<file path="config.mk">
export PLATFORM = sky130hd
export DESIGN_NAME = bin_packetizer_flat
export DESIGN_NICKNAME = d
export VERILOG_FILES = /design/src/rtl/bin_packetizer_if.sv /design/src/rtl/bin_packetizer.sv /design/src/flat_wrapper.sv
export SDC_FILE = /design/constraint.sdc
export NUM_CORES = 1
export LEC_CHECK = 0
export ABC_AREA = 1
export CAP_MARGIN = 20
export CORE_UTILIZATION = 43
export CTS_CLUSTER_SIZE = 28
export DETAILED_ROUTE_END_ITERATION = 16
export PLACE_DENSITY_LB_ADDON = 0.25
export SKIP_LAST_GASP = 1
export SYNTH_ARGS = -nofsm -noshare
export SYNTH_HDL_FRONTEND = slang
export SYNTH_SLANG_ARGS = --single-unit
</file>
<file path="constraint.sdc">
create_clock -name clk -period 15.9 [get_ports clk]
set_input_delay 2.385 -clock clk [delete_from_list [all_inputs] [get_ports clk]]
set_output_delay 2.385 -clock clk [all_outputs]
set_load 0.02 [all_outputs]
</file>
<file path="src/rtl/bin_packetizer_if.sv">
// Byte-wide AXI-Stream link from bin_packetizer toward the UDP/Ethernet framer.
interface bin_packetizer_if;
    logic [7:0] tdata;
    logic       tvalid;
    logic       tready;
    logic       tlast;

    modport master (output tdata, output tvalid, output tlast, input tready);
    modport slave  (input tdata, input tvalid, input tlast, output tready);
endinterface

</file>
<file path="src/rtl/bin_packetizer.sv">
// Ping-pong frame capture and byte serialiser for the bin-averaging channelizer.
// Define BIN_PKT_SEQ_HDR_EN to lead each packet with a 32-bit sequence number.
module bin_packetizer #(
    parameter int BINS  = 4,
    parameter int N     = 16,
    parameter int N_out = 8
) (
    input  logic                         clk,
    input  logic                         arest_n,
    input  logic                         valid,
    input  logic [BINS*N/N_out-1:0][7:0] in_data,
    bin_packetizer_if.master             m,
    output logic [15:0]                  drop_cnt
);
    localparam int BYTES = BINS * N / N_out;
    localparam int CNT_W = (BYTES > 4) ? $clog2(BYTES) : 2;
    localparam logic [CNT_W-1:0] LAST_IDX = CNT_W'(BYTES - 1);

`ifdef BIN_PKT_SEQ_HDR_EN
    typedef enum logic [1:0] {IDLE, HDR, PAY} state_t;
    localparam state_t FIRST = HDR;
    localparam logic [1:0] HDR_LAST = 2'd3;
`else
    typedef enum logic [1:0] {IDLE, PAY} state_t;
    localparam state_t FIRST = PAY;
`endif

    state_t                state, state_nxt;
    logic [CNT_W-1:0]      cnt, cnt_nxt;
    logic [1:0]            full, full_nxt;
    logic                  wr_ptr, rd_ptr, rd_nxt;
    logic [BYTES-1:0][7:0] frame_a, frame_b, frame_sel;
    logic                  xfer, done, wr_free, capture, drop;
    logic [7:0]            byte_nxt;
    logic                  last_nxt;
`ifdef BIN_PKT_SEQ_HDR_EN
    logic [31:0]           seq, seq_nxt;
`endif

    assign xfer = m.tvalid & m.tready;

    always_ff @(posedge clk or negedge arest_n) begin
        if (!arest_n) begin
            state <= IDLE;
            cnt   <= '0;
        end else begin
            state <= state_nxt;
            cnt   <= cnt_nxt;
        end
    end

    always_comb begin
        state_nxt = state;
        cnt_nxt   = cnt;
        rd_nxt    = rd_ptr;
        done      = 1'b0;
        unique case (state)
            IDLE: begin
                if (full[rd_ptr]) begin
                    state_nxt = FIRST;
                    cnt_nxt   = '0;
                end
            end
`ifdef BIN_PKT_SEQ_HDR_EN
            HDR: begin
                if (xfer) begin
                    if (cnt[1:0] == HDR_LAST) begin
                        state_nxt = PAY;
                        cnt_nxt   = '0;
                    end else begin
                        cnt_nxt = cnt + CNT_W'(1);
                    end
                end
            end
`endif
            PAY: begin
                if (xfer) begin
                    if (cnt == LAST_IDX) begin
                        // Other buffer already full: chain straight into the next packet.
                        done      = 1'b1;
                        rd_nxt    = ~rd_ptr;
                        cnt_nxt   = '0;
                        state_nxt = full[~rd_ptr] ? FIRST : IDLE;
                    end else begin
                        cnt_nxt = cnt + CNT_W'(1);
                    end
                end
            end
            default: begin
                state_nxt = IDLE;
                cnt_nxt   = '0;
            end
        endcase
    end

    // A buffer released by this cycle's final handshake may take this cycle's frame.
    always_comb begin
        wr_free  = ~full[wr_ptr] | (done & (wr_ptr == rd_ptr));
        capture  = valid & wr_free;
        drop     = valid & ~wr_free;
        full_nxt = full;
        if (done)
            full_nxt[rd_ptr] = 1'b0;
        if (capture)
            full_nxt[wr_ptr] = 1'b1;
    end

`ifdef BIN_PKT_SEQ_HDR_EN
    assign seq_nxt = done ? seq + 32'd1 : seq;
`endif

    always_ff @(posedge clk or negedge arest_n) begin
        if (!arest_n) begin
            full     <= '0;
            wr_ptr   <= 1'b0;
            rd_ptr   <= 1'b0;
            drop_cnt <= '0;
`ifdef BIN_PKT_SEQ_HDR_EN
            seq      <= '0;
`endif
        end else begin
            full   <= full_nxt;
            rd_ptr <= rd_nxt;
            if (capture)
                wr_ptr <= ~wr_ptr;
            if (drop && drop_cnt != 16'hFFFF)
                drop_cnt <= drop_cnt + 16'd1;
`ifdef BIN_PKT_SEQ_HDR_EN
            seq <= seq_nxt;
`endif
        end
    end

    always_ff @(posedge clk) begin
        if (capture) begin
            if (wr_ptr)
                frame_b <= in_data;
            else
                frame_a <= in_data;
        end
    end

    // Output byte is chosen from next-cycle state so that data and last are registered.
    always_comb begin
        frame_sel = rd_nxt ? frame_b : frame_a;
        byte_nxt  = 8'h00;
        last_nxt  = 1'b0;
        if (state_nxt == PAY) begin
            byte_nxt = frame_sel[cnt_nxt];
            last_nxt = (cnt_nxt == LAST_IDX);
        end
`ifdef BIN_PKT_SEQ_HDR_EN
        if (state_nxt == HDR) begin
            case (cnt_nxt[1:0])
                2'd0:    byte_nxt = seq_nxt[31:24];
                2'd1:    byte_nxt = seq_nxt[23:16];
                2'd2:    byte_nxt = seq_nxt[15:8];
                default: byte_nxt = seq_nxt[7:0];
            endcase
        end
`endif
    end

    always_ff @(posedge clk or negedge arest_n) begin
        if (!arest_n) begin
            m.tvalid <= 1'b0;
            m.tdata  <= 8'h00;
            m.tlast  <= 1'b0;
        end else begin
            m.tvalid <= (state_nxt != IDLE);
            m.tdata  <= byte_nxt;
            m.tlast  <= last_nxt;
        end
    end
endmodule

</file>
<file path="src/flat_wrapper.sv">
// flat-port wrapper written by rule: the top's interface ports become plain ports
module bin_packetizer_flat 
#(
    parameter int BINS  = 4,
    parameter int N     = 16,
    parameter int N_out = 8
)
  (clk, arest_n, valid, in_data, drop_cnt, m_tdata, m_tvalid, m_tlast, m_tready);
  bin_packetizer_if m_i ();
  input  logic clk;
  input  logic arest_n;
  input  logic valid;
  input  logic [BINS*N/N_out-1:0][7:0] in_data;
  output logic [15:0] drop_cnt;
  output wire logic [$bits(m_i.tdata)-1:0] m_tdata;
  output wire logic [$bits(m_i.tvalid)-1:0] m_tvalid;
  output wire logic [$bits(m_i.tlast)-1:0] m_tlast;
  input wire logic [$bits(m_i.tready)-1:0] m_tready;
  assign m_tdata = m_i.tdata;
  assign m_tvalid = m_i.tvalid;
  assign m_tlast = m_i.tlast;
  assign m_i.tready = m_tready;
  bin_packetizer #(.BINS(BINS), .N(N), .N_out(N_out)) u_core (.clk(clk), .arest_n(arest_n), .valid(valid), .in_data(in_data), .m(m_i), .drop_cnt(drop_cnt));
endmodule
</file>
# Word level (Yosys, flattened, before mapping)
# Cells that the tools add are included.
[op_classes]
addsub = 2
n_lt_le_gt_ge = 6
eq_ne = 6
muxes = 32
bitwise = 12
reduce_logical = 7
[ops]
columns = ["cell", "n"]
rows = [
  ["2-to-1 mux 64 bit", 1],
  ["binary-select mux 8 bit (select 3 bit)", 1],
  ["adder 16 x 1 -> 16 bit (second input constant)", 1],
  ["2-to-1 mux 1 bit", 16],
  ["2-to-1 mux 8 bit", 2],
  ["!= test 16 bit (second input constant)", 1],
  ["2-to-1 mux 2 bit", 5],
  ["2-to-1 mux 3 bit", 3],
  ["equality test 3 bit (second input constant)", 2],
  ["< comparator 1 x 2 -> 1 bit (second input constant)", 3],
  ["case mux 3 bit (2 select lines)", 1],
  ["bitwise AND 1 bit", 4],
  ["equality test 2 x 1 -> 1 bit (second input constant)", 2],
  ["< comparator 3 x 4 -> 1 bit (second input constant)", 1],
  ["NOT 1 bit", 4],
  ["case mux 2 bit (2 select lines)", 1],
  ["AND reduction 2 bit", 2],
  ["adder 3 x 1 -> 3 bit (second input constant)", 1],
  ["logical AND 1 bit", 3],
  ["bitwise AND 2 bit", 1],
  ["demux 1 bit (select 1 bit)", 2],
  ["greater-or-equal comparator 1 bit (second input constant)", 2],
  ["zero test 2 bit", 1],
  ["NOT 2 bit", 1],
  ["4 further kinds", 4],
]
[totals]
regBits = 163
input_bits = 68
output_inout_bits = 26
wordCells = 90

# Depth between registers and ports, before layout
[depth]
word_depth = 9
depth_mapped = 13
ltp_nobuf = 13

# Least setup slack after synthesis
# OpenSTA, ideal clock, no wires.
[synth_timing]
kind = "input port to flip-flop"
start = "in m_tready"
end = "reg u_core.frame_b[0] (netlist name) (enable)"
t_arrival_ns = 7.213
slack_ns = 8.122
stages = 6
cell_sequence = "nand2_2 nor2_2 nand3_2 nand2_2 inv_2 nor3_1"
[synth_between]
elab_chain_cells = 7
[synth_lines]
columns = ["item", "line_no", "source"]
rows = [
  ["start: declaration", "flat_wrapper.sv:18", "input wire logic [$bits(m_i.tready)-1:0] m_tready;"],
  ["bitwise AND 1 bit", "bin_packetizer.sv:40", "assign xfer = m.tvalid & m.tready;"],
  ["2-to-1 mux 1 bit", "bin_packetizer.sv:77", "if (xfer) begin"],
  ["2-to-1 mux 1 bit", "bin_packetizer.sv:57", "unique case (state)"],
  ["bitwise AND 1 bit", "bin_packetizer.sv:98", "wr_free = ~full[wr_ptr] | (done & (wr_ptr == rd_ptr));"],
  ["OR 1 bit", "bin_packetizer.sv:98", ""],
  ["bitwise AND 1 bit", "bin_packetizer.sv:99", "capture = valid & wr_free;"],
  ["AND reduction 2 bit (no source line)", "-", ""],
  ["end signal: assignment", "bin_packetizer.sv:137", "frame_b <= in_data;"],
  ["end: declaration", "bin_packetizer.sv:32", "logic [BYTES-1:0][7:0] frame_a, frame_b, frame_sel;"],
]
# No other way between the ends.
# A chain may end at the register's enable or synchronous reset.

# Worst setup path in the final report
[layout_timing]
start = "in m_tready"
end = "reg u_core.frame_a[18] (netlist name) (enable)"
[layout_between]
elab_chain_cells = 7
[layout_lines]
columns = ["item", "line_no", "source"]
rows = [
  ["bitwise AND 1 bit", "bin_packetizer.sv:40", ""],
  ["2-to-1 mux 1 bit", "bin_packetizer.sv:77", ""],
  ["2-to-1 mux 1 bit", "bin_packetizer.sv:57", ""],
  ["bitwise AND 1 bit", "bin_packetizer.sv:98", ""],
  ["OR 1 bit", "bin_packetizer.sv:98", ""],
  ["bitwise AND 1 bit", "bin_packetizer.sv:99", ""],
  ["AND reduction 2 bit (no source line)", "-", ""],
  ["end signal: assignment", "bin_packetizer.sv:139", "frame_a <= in_data;"],
  ["end: declaration", "bin_packetizer.sv:32", ""],
]
# No other way between the ends.

==> metrics.csv <==
stage,metric,value,unit
finish,design_area,8800,um^2
logic_synthesis,synthTopCellsByCount,"nand2_1, edfxtp_1, nand3_1",
pwr,p_seq_share,46.1,%
route,routed-via-count,4952,
sta,finalWorstSetupSlack,11.14,ns
pwr,powerDensity,125.3,nW/um^2
pwr,power_switching_share,26.54,%
route,viasPerCell,5.053,
logic_synthesis,netlist_area,7047,um^2
critical_path,endpoint_kind,flip-flop,
sta,finalHoldViolCount,0,
clocking,cts_setup_buffers,0,
logic_synthesis,synth_most_common_cell,nand2_1,
clocking,clk_pin_slew,0.06,ns
route,first_pass_iters,5,
global_routing,overflow,0,
logic_synthesis,yosysTopAreaCell,edfxtp_1,
logic_synthesis,synth_area_leaders,"edfxtp_1, dfrtp_1, nand2_1, nand3_1, inv_1",
global_routing,grt_antenna_before_repair,0,
pwr,pwr-share-clk,36.6,%
logic_synthesis,ys_types,33,
logic_synthesis,synth_async_sr_flop_share,21.47,%
global_routing,grt_pass1_vias,4819,
critical_path,cp_slowest_cell,nor2_4,
job,maxCapViolations,0,
logic_synthesis,synth_edf_count,128,
sta,setup_total_negative_slack,0,ns
route,ant_nets,0,
global_routing,grt_max_degree,44,
route,dr.first_iter.drc_count,499,
critical_path,crit_path_max_incr_delay,0.72,ns
logic_synthesis,synthCells,654,
sta,grt_setup_unrepaired,no,
clocking,clkLatencyLatePin,0.42,ns
sta,timing.final.crit_share,29.91,%
clocking,cts_tree,yes,
die,fp.dieArea,16900,um^2
placement,post-place-ws,10.71,ns
global_routing,grt_pass1_wl,24180,um
die,core-area,15940,um^2
hold_path,holdCritPathClass,reg2reg,
clocking,cts_resized,0,
run_status,status,"finished, final reports clean",
logic_synthesis,ys_seq_elements,163,
die,rows,46,
placement,place_hpwl,10190,um
die,die_w,130.0,um
pwr,total_power,1.103,mW
sta,max_freq,210.3,MHz
critical_path,path_cells,"clkdlybuf4s50_1, nand2_2, nor2_2, nand3_2, nand2_1, nand2_2, nor2_4, buf_4",
critical_path,critPathRequiredTime,15.97,ns
clocking,cts_sinks,163,
pwr,p_comb_share,17.4,%
sta,setup_viol,0,
clocking,htreeDepth,4,
logic_synthesis,yosysSeqAreaShare,66.97,%
pwr,switchingPower,0.2927,mW
route,drc,0,
critical_path,path_max_fanout,33,
finish,insertedDiodeCount,0,
clocking,cts_made_buffers,17,
logic_synthesis,syn_avg_cell_area,10.77,um^2
die,io_pins,94,
sta,worst_pin_slew,0.9297,ns
finish,nets,823,
sta,relSlewSlack,37.87,%
clocking,postCtsHoldBufs,0,
route,routedWlPerCell,15.46,um
sta,slew_violations,0,
global_routing,grt_usage,19.38,%
placement,place_inst,948,
placement,placed_cell_area,8198,um^2
pwr,p_leak,3.409,nW
critical_path,critPathArrivalTime,4.82,ns
finish,post-route-util,55.20,%
pwr,p_int,0.8101,mW
finish,fin_cells,980,
logic_synthesis,yosysWarningCount,0,
sta,skew,0.007861,ns
die,die_h,130.0,um
route,wl,15160,um
critical_path,crit_top_cell,nand2_2,
finish,synthToLayoutAreaGrowth,24.88,%
sta,hold_ws,0.5111,ns
sta,timing.final.crit_period,4.756,ns
placement,place.gp.congestion,0.8689,
logic_synthesis,synth-main-ff-cell,edfxtp_1,
critical_path,critical_path_class,in2reg,
pwr,max-vdd-ir-drop,0.07720,mV
logic_synthesis,synth_nets,725,
clocking,cts-root-buf,clkbuf_16,
logic_synthesis,netlist.area_leader.share,54.55,%
critical_path,critPathLaunchType,input pin,
placement,io_buffer_count,93,
finish,drive_gt1_share,10.21,%
die,initial_core_util,44.20,%
clocking,cts.path.max_buffers,2,
## routing by layer
layer / vias to the layer above / track usage, % / part of all wire (%)
met1: 2366 / 25.84 / 45
met3: 21 / 4.469 / 5.2
met2: 168 / 30.73 / 49
met5: - / 0 / 0
met4: 0 / 7.934 / 1.5
li1: 2397 / - / -
## power by group through the flow
stage          Clock [mW]  Combinational (mW)  Sequential [mW]
2_1_floorplan           0              0.0868            0.534
3_3_place_gp            0               0.188            0.516
3_5_place_dp            0               0.191            0.517
4_1_cts             0.409               0.192            0.508
5_1_grt             0.429               0.210            0.510
6_report            0.403               0.192            0.508
## flip-flops by register name, summed over array words and instances, names as in the netlist
signal and cells:
u_core.m.tdata 8, u_core.state 2, u_core.frame_a 64, u_core.cnt 3
u_core.frame_b 64, u_core.m.tlast 1, u_core.rd_ptr 1, u_core.m.tvalid 1
u_core.full 2, u_core.drop_cnt 16, u_core.wr_ptr 1
## area by class of cell
| type | instances | area, um^2 |
|---|---|---|
| fill | 1331 | 7143 |
| multi-input combinational | 419 | 2012 |
| sequential | 163 | 4720 |
| tap | 216 | 270.3 |
| clock inverter | 14 | 165.2 |
| clock buffer | 17 | 425.4 |
| timing repair buffer | 101 | 1020 |
| inverter | 50 | 187.7 |
## final timing paths
kind,to,startpoint,slack [ns],cells after the start
max reg2reg,u_core.frame_a[18]$_DFFE_PP_,u_core.cnt[0]$_DFF_PN0_,12.94,9
max in group asynchronous,u_core.m.tdata[7]$_DFF_PN0_,arest_n,13.18,2
min reg2reg,u_core.drop_cnt[6]$_DFFE_PN0P_,u_core.drop_cnt[6]$_DFFE_PN0P_,0.51,2
min,u_core.drop_cnt[6]$_DFFE_PN0P_,u_core.drop_cnt[6]$_DFFE_PN0P_,0.51,2
max,u_core.frame_a[18]$_DFFE_PP_,m_tready,11.14,8
min in group asynchronous,u_core.full[0]$_DFF_PN0_,arest_n,2.40,2
## logic make-up (layout without fill, tap and decap cells)
family                   after synthesis  after routing  synth area share [%]
AO/OA/AOI/OAI                         33             33                 3.462
adder cells (fa/ha/maj)                3              3                0.5327
flip-flops                           163            163                 66.97
AND/OR/NAND/NOR                      370            370                 22.83
XOR/XNOR                              12             12                 1.491
other                                  1              1               0.05322
buffers and inverters                 72            182                 4.652
## layout by cell type (no fill, tap or decap), drive strengths merged
cell | synthesis | routed
nor2 | 42 | 42
nor4 | 3 | 3
nand4 | 4 | 4
nand3b | 1 | 1
buf | 22 | 8
clkinv | 1 | 9
nand2 | 220 | 220
clkinvlp | 0 | 3
clkbuf | 0 | 17
nand3 | 92 | 92
conb | 1 | 1
nor3 | 8 | 8
edfxtp | 128 | 128
inv | 49 | 49
o21ai | 20 | 20
o22ai | 2 | 2
bufinv | 0 | 3
o21bai | 1 | 1
clkdlybuf4s50 | 0 | 93
dfrtp | 35 | 35
xor2 | 12 | 12
o211ai | 1 | 1
a21oi | 9 | 9
ha | 3 | 3
## worst max-delay path: cells and delay by family
family | cells | cell delay [ns]
buf+inv | 2 | 1.04
simple gates | 6 | 1.35
Power figures use the tool's default switching activity.
